`config.mk`:
```
export PLATFORM = sky130hd
export DESIGN_NAME = int_ctrl
export DESIGN_NICKNAME = d
export VERILOG_FILES = /design/src/rtl/int_ctrl.sv
export SDC_FILE = /design/constraint.sdc
export NUM_CORES = 1
export LEC_CHECK = 0
export ABC_AREA = 1
export BUFFER_PORTS_ARGS = -buffer_cell sky130_fd_sc_hd__buf_2
export CAP_MARGIN = 10
export CORE_MARGIN = 1.5
export CORE_UTILIZATION = 44
export DETAILED_ROUTE_END_ITERATION = 6
export MAX_ROUTING_LAYER = met4
export PLACE_DENSITY = 0.79
export SLEW_MARGIN = 10
export SYNTH_ARGS = -nofsm -noshare
export SYNTH_HDL_FRONTEND = slang
export SYNTH_SLANG_ARGS = --single-unit
```
`constraint.sdc`:
```
create_clock -name clk -period 1.6 [get_ports clk]
set_clock_uncertainty 0.15 [all_clocks]
set_input_delay 0.32 -clock clk [delete_from_list [all_inputs] [get_ports clk]]
set_output_delay 0.32 -clock clk [all_outputs]
set_load 0.03 [all_outputs]
```
`src/rtl/int_ctrl.sv`:
```
// Machine-level interrupt controller: edge-captures requests, masks with mie, issues one trap at a time.
// Define ROUND_ROBIN_EN for round-robin source selection; the default is fixed lowest-index priority.
module int_ctrl #(
  parameter int N_INT        = 6,
  parameter int CAUSE_OFFSET = 16
) (
  input  logic             clk,
  input  logic             rst,
  input  logic [N_INT-1:0] int_req,
  input  logic [N_INT-1:0] mie,
  input  logic             int_rst,
  input  logic             mret,
  output logic             int_o,
  output logic             en_mepc,
  output logic [31:0]      mcause,
  output logic [N_INT-1:0] int_fin,
  output logic             busy
);

  localparam int          IDX_W      = (N_INT > 1) ? $clog2(N_INT) : 1;
  localparam logic [30:0] CAUSE_BASE = 31'(CAUSE_OFFSET);

  localparam logic [1:0] S_IDLE    = 2'd0;
  localparam logic [1:0] S_ISSUE   = 2'd1;
  localparam logic [1:0] S_SERVICE = 2'd2;
  localparam logic [1:0] S_DONE    = 2'd3;

  logic [1:0]       state_q, state_d;
  logic [N_INT-1:0] req_q, req_d;
  logic [N_INT-1:0] pending_q, pending_d;
  logic [IDX_W-1:0] idx_q, idx_d;
  logic [31:0]      mcause_q, mcause_d;
  logic [N_INT-1:0] eligible;
  logic [N_INT-1:0] fin_vec;
  logic [IDX_W-1:0] sel_idx;
  logic             sel_valid;
`ifdef ROUND_ROBIN_EN
  logic [IDX_W-1:0] rr_ptr_q, rr_ptr_d;
`endif

  // Masking applies only to selection; masked lines keep their pending bit.
  assign eligible = pending_q & mie;

`ifdef ROUND_ROBIN_EN
  always_comb begin : sel_rr
    int j;
    j         = 0;
    sel_idx   = '0;
    sel_valid = 1'b0;
    for (int k = 0; k < N_INT; k++) begin
      j = int'(rr_ptr_q) + k;
      if (j >= N_INT) j = j - N_INT;
      if (!sel_valid && eligible[j]) begin
        sel_valid = 1'b1;
        sel_idx   = IDX_W'(j);
      end
    end
  end
`else
  always_comb begin : sel_fixed
    sel_idx   = '0;
    sel_valid = 1'b0;
    // Scanning downward lets the lowest eligible index overwrite the rest.
    for (int i = N_INT - 1; i >= 0; i--) begin
      if (eligible[i]) begin
        sel_valid = 1'b1;
        sel_idx   = IDX_W'(i);
      end
    end
  end
`endif

  always_comb begin
    fin_vec = '0;
    if (state_q == S_DONE) fin_vec[idx_q] = 1'b1;
  end

  always_comb begin
    req_d     = int_req;
    // A new edge in the same cycle as the ack must survive, so the set term is ORed last.
    pending_d = (pending_q & ~fin_vec) | (int_req & ~req_q);
    state_d   = state_q;
    idx_d     = idx_q;
    mcause_d  = mcause_q;
`ifdef ROUND_ROBIN_EN
    rr_ptr_d  = rr_ptr_q;
`endif
    case (state_q)
      S_IDLE: begin
        if (!int_rst && sel_valid) begin
          state_d  = S_ISSUE;
          idx_d    = sel_idx;
          mcause_d = {1'b1, CAUSE_BASE + 31'(sel_idx)};
        end
      end
      S_ISSUE:   state_d = S_SERVICE;
      S_SERVICE: if (mret) state_d = S_DONE;
      S_DONE: begin
        state_d = S_IDLE;
`ifdef ROUND_ROBIN_EN
        rr_ptr_d = (idx_q == IDX_W'(N_INT - 1)) ? '0 : idx_q + 1'b1;
`endif
      end
      default:   state_d = S_IDLE;
    endcase
  end

  // NOTE: sequential state uses non-blocking assignments only; reset is synchronous,
  // so it is an ordinary priority branch inside the clocked block.
  always_ff @(posedge clk) begin
    if (rst) begin
      state_q   <= S_IDLE;
      req_q     <= '0;
      pending_q <= '0;
      idx_q     <= '0;
      mcause_q  <= '0;
`ifdef ROUND_ROBIN_EN
      rr_ptr_q  <= '0;
`endif
    end else begin
      state_q   <= state_d;
      req_q     <= req_d;
      pending_q <= pending_d;
      idx_q     <= idx_d;
      mcause_q  <= mcause_d;
`ifdef ROUND_ROBIN_EN
      rr_ptr_q  <= rr_ptr_d;
`endif
    end
  end

  assign int_o   = (state_q == S_ISSUE);
  assign en_mepc = (state_q == S_ISSUE);
  assign int_fin = fin_vec;
  assign busy    = (state_q != S_IDLE);
  assign mcause  = mcause_q;

endmodule
```
==> run summary, run 1 <==
=====================================================================================
Vias per Instance ......................................................         4.29
Critical path, cell by cell ............................................ ha_4, nand2_4, nor2_4, buf_6
Async set or reset register ratio after synthesis ......................           0%
Antenna-violating nets left ............................................            0
Layout area overhead ...................................................        29.5%
First-pass GRT wire length ............................................. 3350 microns
Peak Freq ..............................................................      604 MHz
Element type at the critical path end .................................. primary output
Die Height ............................................................. 52.0 microns
Static Leakage .........................................................     0.718 nW
Die extent in x ........................................................ 52.0 microns
Maximum vdd drop .......................................................     0.910 mV
Setup crit start kind ..................................................     register
FILL cells .............................................................          212
Minimum period implied by the final worst setup slack ..................      1.65 ns
Number of diodes added for antenna fixing ..............................            0
Required time at the worst-slack endpoint ..............................      1.13 ns
Die footprint .......................................................... 0.00270 sq mm
Most frequent cell after synthesis ..................................... sky130_fd_sc_hd__buf_4
Dominant synthesized flop cell ......................................... sky130_fd_sc_hd__dfxtp_1
Sum of overflow across all layers after global routing .................            0
Number of CTS-inserted buffers .........................................            3
Critical path arrival ..................................................      1.18 ns
Number of global-route vias before repair ..............................          767
Reg2Reg Setup Slack ....................................................      0.12 ns
Clock-pin slew of the registers on the worst-case setup and hold paths .      0.11 ns
Post-route fraction of the period consumed by the critical path ........         103%
Number of iterations in the first detailed-routing pass ................            4
Reg area ...............................................................    375 sq um
Crit-path max FO .......................................................            3
Final-report max-slew violation count ..................................            0
Cell Area, Synth ....................................................... 0.00106 sq mm
Final critical-path setup slack ........................................   -0.0546 ns
Overall via count from detail_route ....................................          883
Number of port buffers .................................................           29
RSZ-0062 raised after global routing ...................................         true
Final count of negative-setup-slack endpoints ..........................            7
Top-level I/O count ....................................................           57
Outcome ................................................................ complete, but fails checks
Final hold slack .......................................................    0.0909 ns
Maximum number of buffers from clock root to sink ......................            2
Number of nets in the layout ...........................................          200
Htree depth ............................................................            1
Part of the Yosys area used for sequential elements ....................        34.1%
Most used standard cells in the synthesized netlist .................... sky130_fd_sc_hd__buf_4 (29), sky130_fd_sc_hd__nand2_1 (26), sky130_fd_sc_hd__nor2_1 (20)
Antenna violations before repair .......................................            0
RD Place Congestion ....................................................        0.774
Max cap viols ..........................................................            0
Share of post-route cells with drive strength above 1 ..................        41.6%
Clock tree from TritonCTS ..............................................        built
CTS Root Cell .......................................................... sky130_fd_sc_hd__clkbuf_4
Count of endpoints failing hold in the final timing report .............            0
Maximum number of pins on one net before global-route repair ...........           16
DRC viols ..............................................................            0
Mean routed wirelength per cell ........................................ 10.2 microns
Library cell with the largest summed area after synthesis .............. sky130_fd_sc_hd__dfxtp_1
Core ar. ............................................................... 0.00223 sq mm
Synthesized netlist cell count .........................................          144
Post-detailed-placement half-perimeter wirelength ...................... 1440 microns
Library cells used by synthesis ........................................           18
Total area of multi-input combinational cells ..........................    601 sq um
Number of flops mapped to enable cells by yosys ........................            0
GRT Total Usage ........................................................        17.5%
Cell types with the largest area share after synthesis ................. sky130_fd_sc_hd__dfxtp_1 (34%), sky130_fd_sc_hd__buf_4 (21%), sky130_fd_sc_hd__nand2_1 (9.2%)
Non-filler cells, final ................................................          206
Sum Neg Setup Slack ....................................................    -0.286 ns
Yosys Warn Count .......................................................            0
Kind of path behind the tightest hold check ............................ input port to register
Source-to-sink clock delay at the later pin of the worst-skew pair .....      0.29 ns
Post-placement cell count ..............................................          197
Drt initial violations .................................................           18
Total of flip-flops plus latches after synthesis .......................           18
Critical path's top delay family .......................................   flip-flops
Slowest CP cell ........................................................ sky130_fd_sc_hd__dfxtp_4
Yosys top cell area share ..............................................        34.1%
Violated checks ........................................................ negative setup slack
Effective utilization at floorplan .....................................        47.3%
Aggregate routed wire length ........................................... 2110 microns
CP Buf/Inv Count .......................................................            1
Kind of critical path .................................................. register to primary output
Row Count ..............................................................           17
PwrDens ................................................................ 1380 mW/mm^2
Avg Inst Size Synth ....................................................   7.33 sq um
CTS sink count .........................................................           18
DP Worst Slack .........................................................    0.0752 ns
Max incr delay on CP ...................................................      0.38 ns
=====================================================================================
==> final timing paths <==
kind / endpoint / cells past startpoint / from
worst max-delay path: int_fin[3] / 4 / state_q[0]$_SDFFE_PP0P_
worst min-delay path: req_q[4]$_SDFF_PP0_ / 3 / int_req[4]
worst max register to register: state_q[1]$_SDFFE_PP0P_ / 7 / state_q[0]$_SDFFE_PP0P_
worst min register to register: pending_q[0]$_SDFF_PP0_ / 1 / req_q[0]$_SDFF_PP0_
==> metrics by stage <==
stage	power [W]	cell area, sq um	utilization [%]
floorplan	0.00121	1150	-
global placement	0.00129	1110	49.8
detailed placement	0.00129	1110	49.8
CTS	0.00180	1330	59.6
global route	0.00204	1370	61.2
finish	0.00189	1370	61.2
==> cell families after synthesis <==
logic type / synth area share, %
other: 0.355
and+or+nand+nor: 22.4
AOI/OAI and AO/OA: 8.77
buffers and inverters: 28.4
DFF: 34.1
adders and majority gates: 5.92
==> state kept, by name (all words and copies together) (netlist names) <==
| signal | count |
|---|---|
| state_q | 2 |
| mcause | 2 |
| req_q | 6 |
| pending_q | 6 |
| idx_q | 2 |
==> metal layers <==
metal	global-route usage [%]	wire length, microns
met5	-	0
met3	3.74	112
met2	25.9	1040
met1	21.9	896
met4	9.65	55
==> area by class of cell <==
cell class                      count  share of cell area (%)
Clock buffer                        4                    2.65
Inverter                           21                    5.95
Timing Repair Buffer               34                    17.5
Multi-Input combinational cell    101                    43.9
Tap cell                           28                    2.56
Sequential cell                    18                    27.4
==> placed cells by master, fill, tap and decap left out, drive strengths merged <==
cell type,count
o21a,1
ha,5
o32ai,6
o21ai,1
nand3,3
conb,27
dfxtp,18
o31ai,1
inv,21
clkbuf,4
nand2,32
buf,34
nor2,21
a21oi,4
==> where the power goes <==
part           total [W]  internal, W  switching (W)
logic           0.000998     0.000375       0.000623
clock network   0.000281     0.000139       0.000142
registers       0.000613     0.000539      0.0000739
total            0.00189      0.00105       0.000840
==> tightest hold or removal path: stages <==
cell and delay, ns:
sky130_fd_sc_hd__buf_2 0.08, sky130_fd_sc_hd__inv_1 0.04, sky130_fd_sc_hd__nor2_1 0.07
==> what timing repair did <==
action	in CTS	in global routing
endpoints found under the setup margin	9	9
hold buffers	0	0
buffers inserted	3	2
pin swaps	9	5
resized for setup	52	8
Power figures use the tool's default switching activity.
==> inputs of run 2 (changes only) <==
--- a/config.mk
+++ b/config.mk
@@ -5,15 +5,16 @@
 export SDC_FILE = /design/constraint.sdc
 export NUM_CORES = 1
 export LEC_CHECK = 0
-export ABC_AREA = 1
 export BUFFER_PORTS_ARGS = -buffer_cell sky130_fd_sc_hd__buf_2
 export CAP_MARGIN = 10
 export CORE_MARGIN = 1.5
 export CORE_UTILIZATION = 44
 export DETAILED_ROUTE_END_ITERATION = 6
 export MAX_ROUTING_LAYER = met4
-export PLACE_DENSITY = 0.79
+export PLACE_DENSITY = 0.78
+export SKIP_CTS_REPAIR_TIMING = 1
 export SLEW_MARGIN = 10
 export SYNTH_ARGS = -nofsm -noshare
 export SYNTH_HDL_FRONTEND = slang
 export SYNTH_SLANG_ARGS = --single-unit
+export TNS_END_PERCENT = 5
==> run 2 against run 1 <==
Highest routed layer unchanged. Power down 13%. Largest power group unchanged. The flow still finishes with violations (negative setup slack). Critical endpoint is now int_fin[4]. Die area increased by 4.4%. First-iteration DRC count down 39%. Via count is 3.4% lower. Utilization down 4.8 points. Non-clock buffer count fell by 3. Routed wire length up 3.7%. Critical path type unchanged.
==> run summary, run 2 <==
=====================================================================================
Most used standard cells in the synthesized netlist .................... sky130_fd_sc_hd__buf_4 (29), sky130_fd_sc_hd__dfxtp_1 (18), sky130_fd_sc_hd__nand2b_1 (10)   was sky130_fd_sc_hd__buf_4 (29), sky130_fd_sc_hd__nand2_1 (26), sky130_fd_sc_hd__nor2_1 (20)
Post-Synth Simple-Gate Area ............................................        19.7%   was 22.4%
Die Height ............................................................. 53.1 microns   was 52.0 microns
Maximum number of pins on one net before global-route repair ...........           22   was 16
Most common cell after layout, fill and taps aside ..................... sky130_fd_sc_hd__conb_1   unchanged
Count of endpoints failing hold in the final timing report .............            0   unchanged
Switching Share ........................................................        42.2%   was 44.4%
Max cap viols ..........................................................            0   unchanged
Number of global-route vias before repair ..............................          783   was 767
Avg Inst Size Synth ....................................................   8.84 sq um   was 7.33 sq um
Aggregate routed wire length ........................................... 2180 microns   was 2110 microns
Main combinational cell family by area after synthesis ................. buffers and inverters   unchanged
Final-report max-slew violation count ..................................            0   unchanged
Crit-path max FO .......................................................            3   unchanged
DRC viols ..............................................................            0   unchanged
Row Count ..............................................................           17   unchanged
Yosys top cell area share ..............................................        32.6%   was 34.1%
Drt initial violations .................................................           11   was 18
Top-level I/O count ....................................................           57   unchanged
Element type at the critical path end .................................. primary output   unchanged
Post-detailed-placement half-perimeter wirelength ...................... 1670 microns   was 1440 microns
Library cells used by synthesis ........................................           28   was 18
Cell types with the largest area share after synthesis ................. sky130_fd_sc_hd__dfxtp_1 (33%), sky130_fd_sc_hd__buf_4 (20%), sky130_fd_sc_hd__ha_1 (5.7%)   was sky130_fd_sc_hd__dfxtp_1 (34%), sky130_fd_sc_hd__buf_4 (21%), sky130_fd_sc_hd__nand2_1 (9.2%)
Number of flops mapped to enable cells by yosys ........................            0   unchanged
First-pass GRT wire length ............................................. 3380 microns   was 3350 microns
Part of the Yosys area used for sequential elements ....................        32.6%   was 34.1%
CP Launch Point ........................................................ state_q[0]$_SDFFE_PP0P_   unchanged
Vias per Instance ......................................................         4.66   was 4.29
Sw Pwr .................................................................   0.000693 W   was 0.000840 W
PwrDens ................................................................ 1270 mW/mm^2   was 1380 mW/mm^2
Outcome ................................................................ complete, but fails checks   unchanged
Combinational cell fraction of total power .............................        47.4%   was 52.8%
Most frequent cell after synthesis ..................................... sky130_fd_sc_hd__buf_4   unchanged
Max incr delay on CP ...................................................      0.38 ns   about the same
RD Place Congestion ....................................................        0.793   was 0.774
Power share of the clock group .........................................        17.1%   was 14.8%
Critical path, cell by cell ............................................ ha_4, nor2b_4, nand2_2, nor2_2, buf_6   was ha_4, nand2_4, nor2_4, buf_6
Synthesized netlist cell count .........................................          125   was 144
Yosys Warn Count .......................................................            0   unchanged
Minimum period implied by the final worst setup slack ..................      1.77 ns   was 1.65 ns
Die footprint .......................................................... 0.00282 sq mm   was 0.00270 sq mm
Post-route fraction of the period consumed by the critical path ........         110%   was 103%
Clock-pin slew of the registers on the worst-case setup and hold paths .      0.10 ns   was 0.11 ns
Worst Min Path Start ...................................................   int_req[3]   was int_req[4]
Antenna violations before repair .......................................            0   unchanged
RSZ-0062 raised after global routing ...................................         true   unchanged
Number of diodes added for antenna fixing ..............................            0   unchanged
Share of synthesized area spent on multiplexers ........................       0.906%   was 0%
Dominant synthesized flop cell ......................................... sky130_fd_sc_hd__dfxtp_1   unchanged
CTS Root Cell .......................................................... sky130_fd_sc_hd__clkbuf_4   unchanged
Required time at the worst-slack endpoint ..............................      1.13 ns   about the same
Post-synthesis share of cell area spent on xor and xnor gates ..........           0%   unchanged
Number of nets in the layout ...........................................          177   was 200
Clock tree from TritonCTS ..............................................        built   unchanged
Library cell with the largest summed area after synthesis .............. sky130_fd_sc_hd__dfxtp_1   unchanged
Setup crit start kind ..................................................     register   unchanged
Maximum number of buffers from clock root to sink ......................            2   unchanged
Worst reg2reg path startpoint .......................................... state_q[0]$_SDFFE_PP0P_   unchanged
Internal power consumption .............................................   0.000948 W   was 0.00105 W
CTS sink count .........................................................           18   unchanged
Critical path's top delay family .......................................   flip-flops   unchanged
Number of iterations in the first detailed-routing pass ................            4   unchanged
Static Leakage .........................................................     0.630 nW   was 0.718 nW
GRT Total Usage ........................................................        17.4%   was 17.5%
Final critical-path setup slack ........................................    -0.166 ns   was -0.0546 ns
Die extent in x ........................................................ 53.1 microns   was 52.0 microns
Share of post-route cells with drive strength above 1 ..................        34.8%   was 41.6%
Area of all placed cells without fillers ............................... 0.00130 sq mm   was 0.00137 sq mm
Async set or reset register ratio after synthesis ......................           0%   unchanged
Violated checks ........................................................ negative setup slack   unchanged
Effective utilization at floorplan .....................................        48.1%   was 47.3%
Final count of negative-setup-slack endpoints ..........................           10   was 7
Slowest CP cell ........................................................ sky130_fd_sc_hd__dfxtp_4   unchanged
Fraction of the mapped netlist area in adder cells .....................        5.66%   was 5.92%
Htree depth ............................................................            1   unchanged
Source-to-sink clock delay at the later pin of the worst-skew pair .....      0.30 ns   was 0.29 ns
Cell Area, Synth ....................................................... 0.00110 sq mm   was 0.00106 sq mm
Number of port buffers .................................................           29   unchanged
Peak Freq ..............................................................      566 MHz   was 604 MHz
Layout area overhead ...................................................        17.3%   was 29.5%
Post-place instance area ............................................... 0.00117 sq mm   was 0.00111 sq mm
Critical path arrival ..................................................      1.30 ns   was 1.18 ns
Total of flip-flops plus latches after synthesis .......................           18   unchanged
Top library cells by usage in the layout, fill and taps aside .......... sky130_fd_sc_hd__conb_1 (27), sky130_fd_sc_hd__buf_2 (23), sky130_fd_sc_hd__dfxtp_1 (14), sky130_fd_sc_hd__nand2b_1 (10), sky130_fd_sc_hd__a21oi_1 (9)   was sky130_fd_sc_hd__conb_1 (27), sky130_fd_sc_hd__nand2_1 (24), sky130_fd_sc_hd__buf_2 (20), sky130_fd_sc_hd__dfxtp_1 (14), sky130_fd_sc_hd__nor2_1 (12)
Kind of critical path .................................................. register to primary output   unchanged
Registers with the highest flip-flop counts ............................ pending_q: 6 flops, req_q: 6 flops   unchanged
Portion of total power attributed to sequential cells ..................        35.5%   was 32.4%
Number of CTS-inserted buffers .........................................            3   unchanged
Kind of path behind the tightest hold check ............................ input port to register   unchanged
Compound-gate portion of the synthesized area ..........................        18.3%   was 8.77%
Mean routed wirelength per cell ........................................ 11.9 microns   was 10.2 microns
Overall via count from detail_route ....................................          853   was 883
Maximum vdd drop .......................................................      1.04 mV   was 0.910 mV
Core ar. ............................................................... 0.00230 sq mm   was 0.00223 sq mm
DP Worst Slack .........................................................   -0.0217 ns   was 0.0752 ns
Antenna-violating nets left ............................................            0   unchanged
Final cell utilization of the core .....................................        56.4%   was 61.2%
CP Buf/Inv Count .......................................................            1   unchanged
Sum of overflow across all layers after global routing .................            0   unchanged
=====================================================================================
[run 2: cell types whose count changed in the layout (fill, tap and decap cells not counted), sizes merged, moves of 6 or more]
cell | before | now
nand2 | 32 | 4
nor2 | 21 | 5
inv | 21 | 6
nand2b | 0 | 10
nor2b | 0 | 9
o32ai | 6 | 0
[run 2: layer usage]
metal,share of wire (%),global-route usage [%],vias up
met5,0,-,-
met4,1.6,5.98,0
met3,8.4,5.93,4
met2,50,29.2,42
met1,40,19.1,381
li1,-,-,426
[run 2: worst register-to-register path, delay by kind of cell, from the launching register on]
| family | cells | cell delay, ns |
|---|---|---|
| simple gates | 1 | 0.26 |
| buf+inv | 2 | 0.20 |
| flops | 1 | 0.37 |
| compound gates | 1 | 0.17 |
| fa+ha+maj | 1 | 0.23 |
| mux | 1 | 0.18 |
[run 2: final timing paths]
path                             end  slack [ns]  cells past startpoint
max                       int_fin[4]       -0.17                      5
min              req_q[3]$_SDFF_PP0_        0.09                      2
min reg2reg   mcause[4]$_SDFFE_PP0P_        0.31                      2
max reg2reg  state_q[1]$_SDFFE_PP0P_       -0.03                      6
[run 2: kinds of logic (layout without fill, tap and decap cells)]
kind of cell / after synthesis / count (layout)
AND/OR/NAND/NOR: 38 / 38
buffers and inverters: 37 / 41
AO/OA/AOI/OAI: 25 / 25
flip-flops: 18 / 18
adder cells (fa/ha/maj): 5 / 5
other: 1 / 27
multiplexers: 1 / 1
[run 2: through the flow]
step	std cells	setup TNS [ns]	hold slack, ns	power (W)
CTS	182	-2.07	0.0843	0.00156
finish	183	-0.931	0.0893	0.00164
global placement	178	0	0.302	0.00124
detailed placement	178	-0.0361	0.304	0.00127
floorplan	151	-0.658	0.298	0.00118
global route	183	-1.60	0.0995	0.00174
[run 2: cell type report]
cell class | count | area, sq um
fill | 226 | 1000
inverter | 6 | 22.5
tap | 28 | 35.0
sequential | 18 | 373
multi-input combinational | 96 | 647
timing repair buffer | 31 | 183
clock buffer | 4 | 36.3
[run 2: power by group through the flow]
stage                     Sequential, W  Clock [W]  Combinational [W]
after floorplan                0.000584          0           0.000592
after global placement         0.000566          0           0.000672
after detailed placement       0.000572          0           0.000699
after CTS                      0.000562   0.000294           0.000704
after global routing           0.000591   0.000307           0.000842
final                          0.000582   0.000281           0.000777
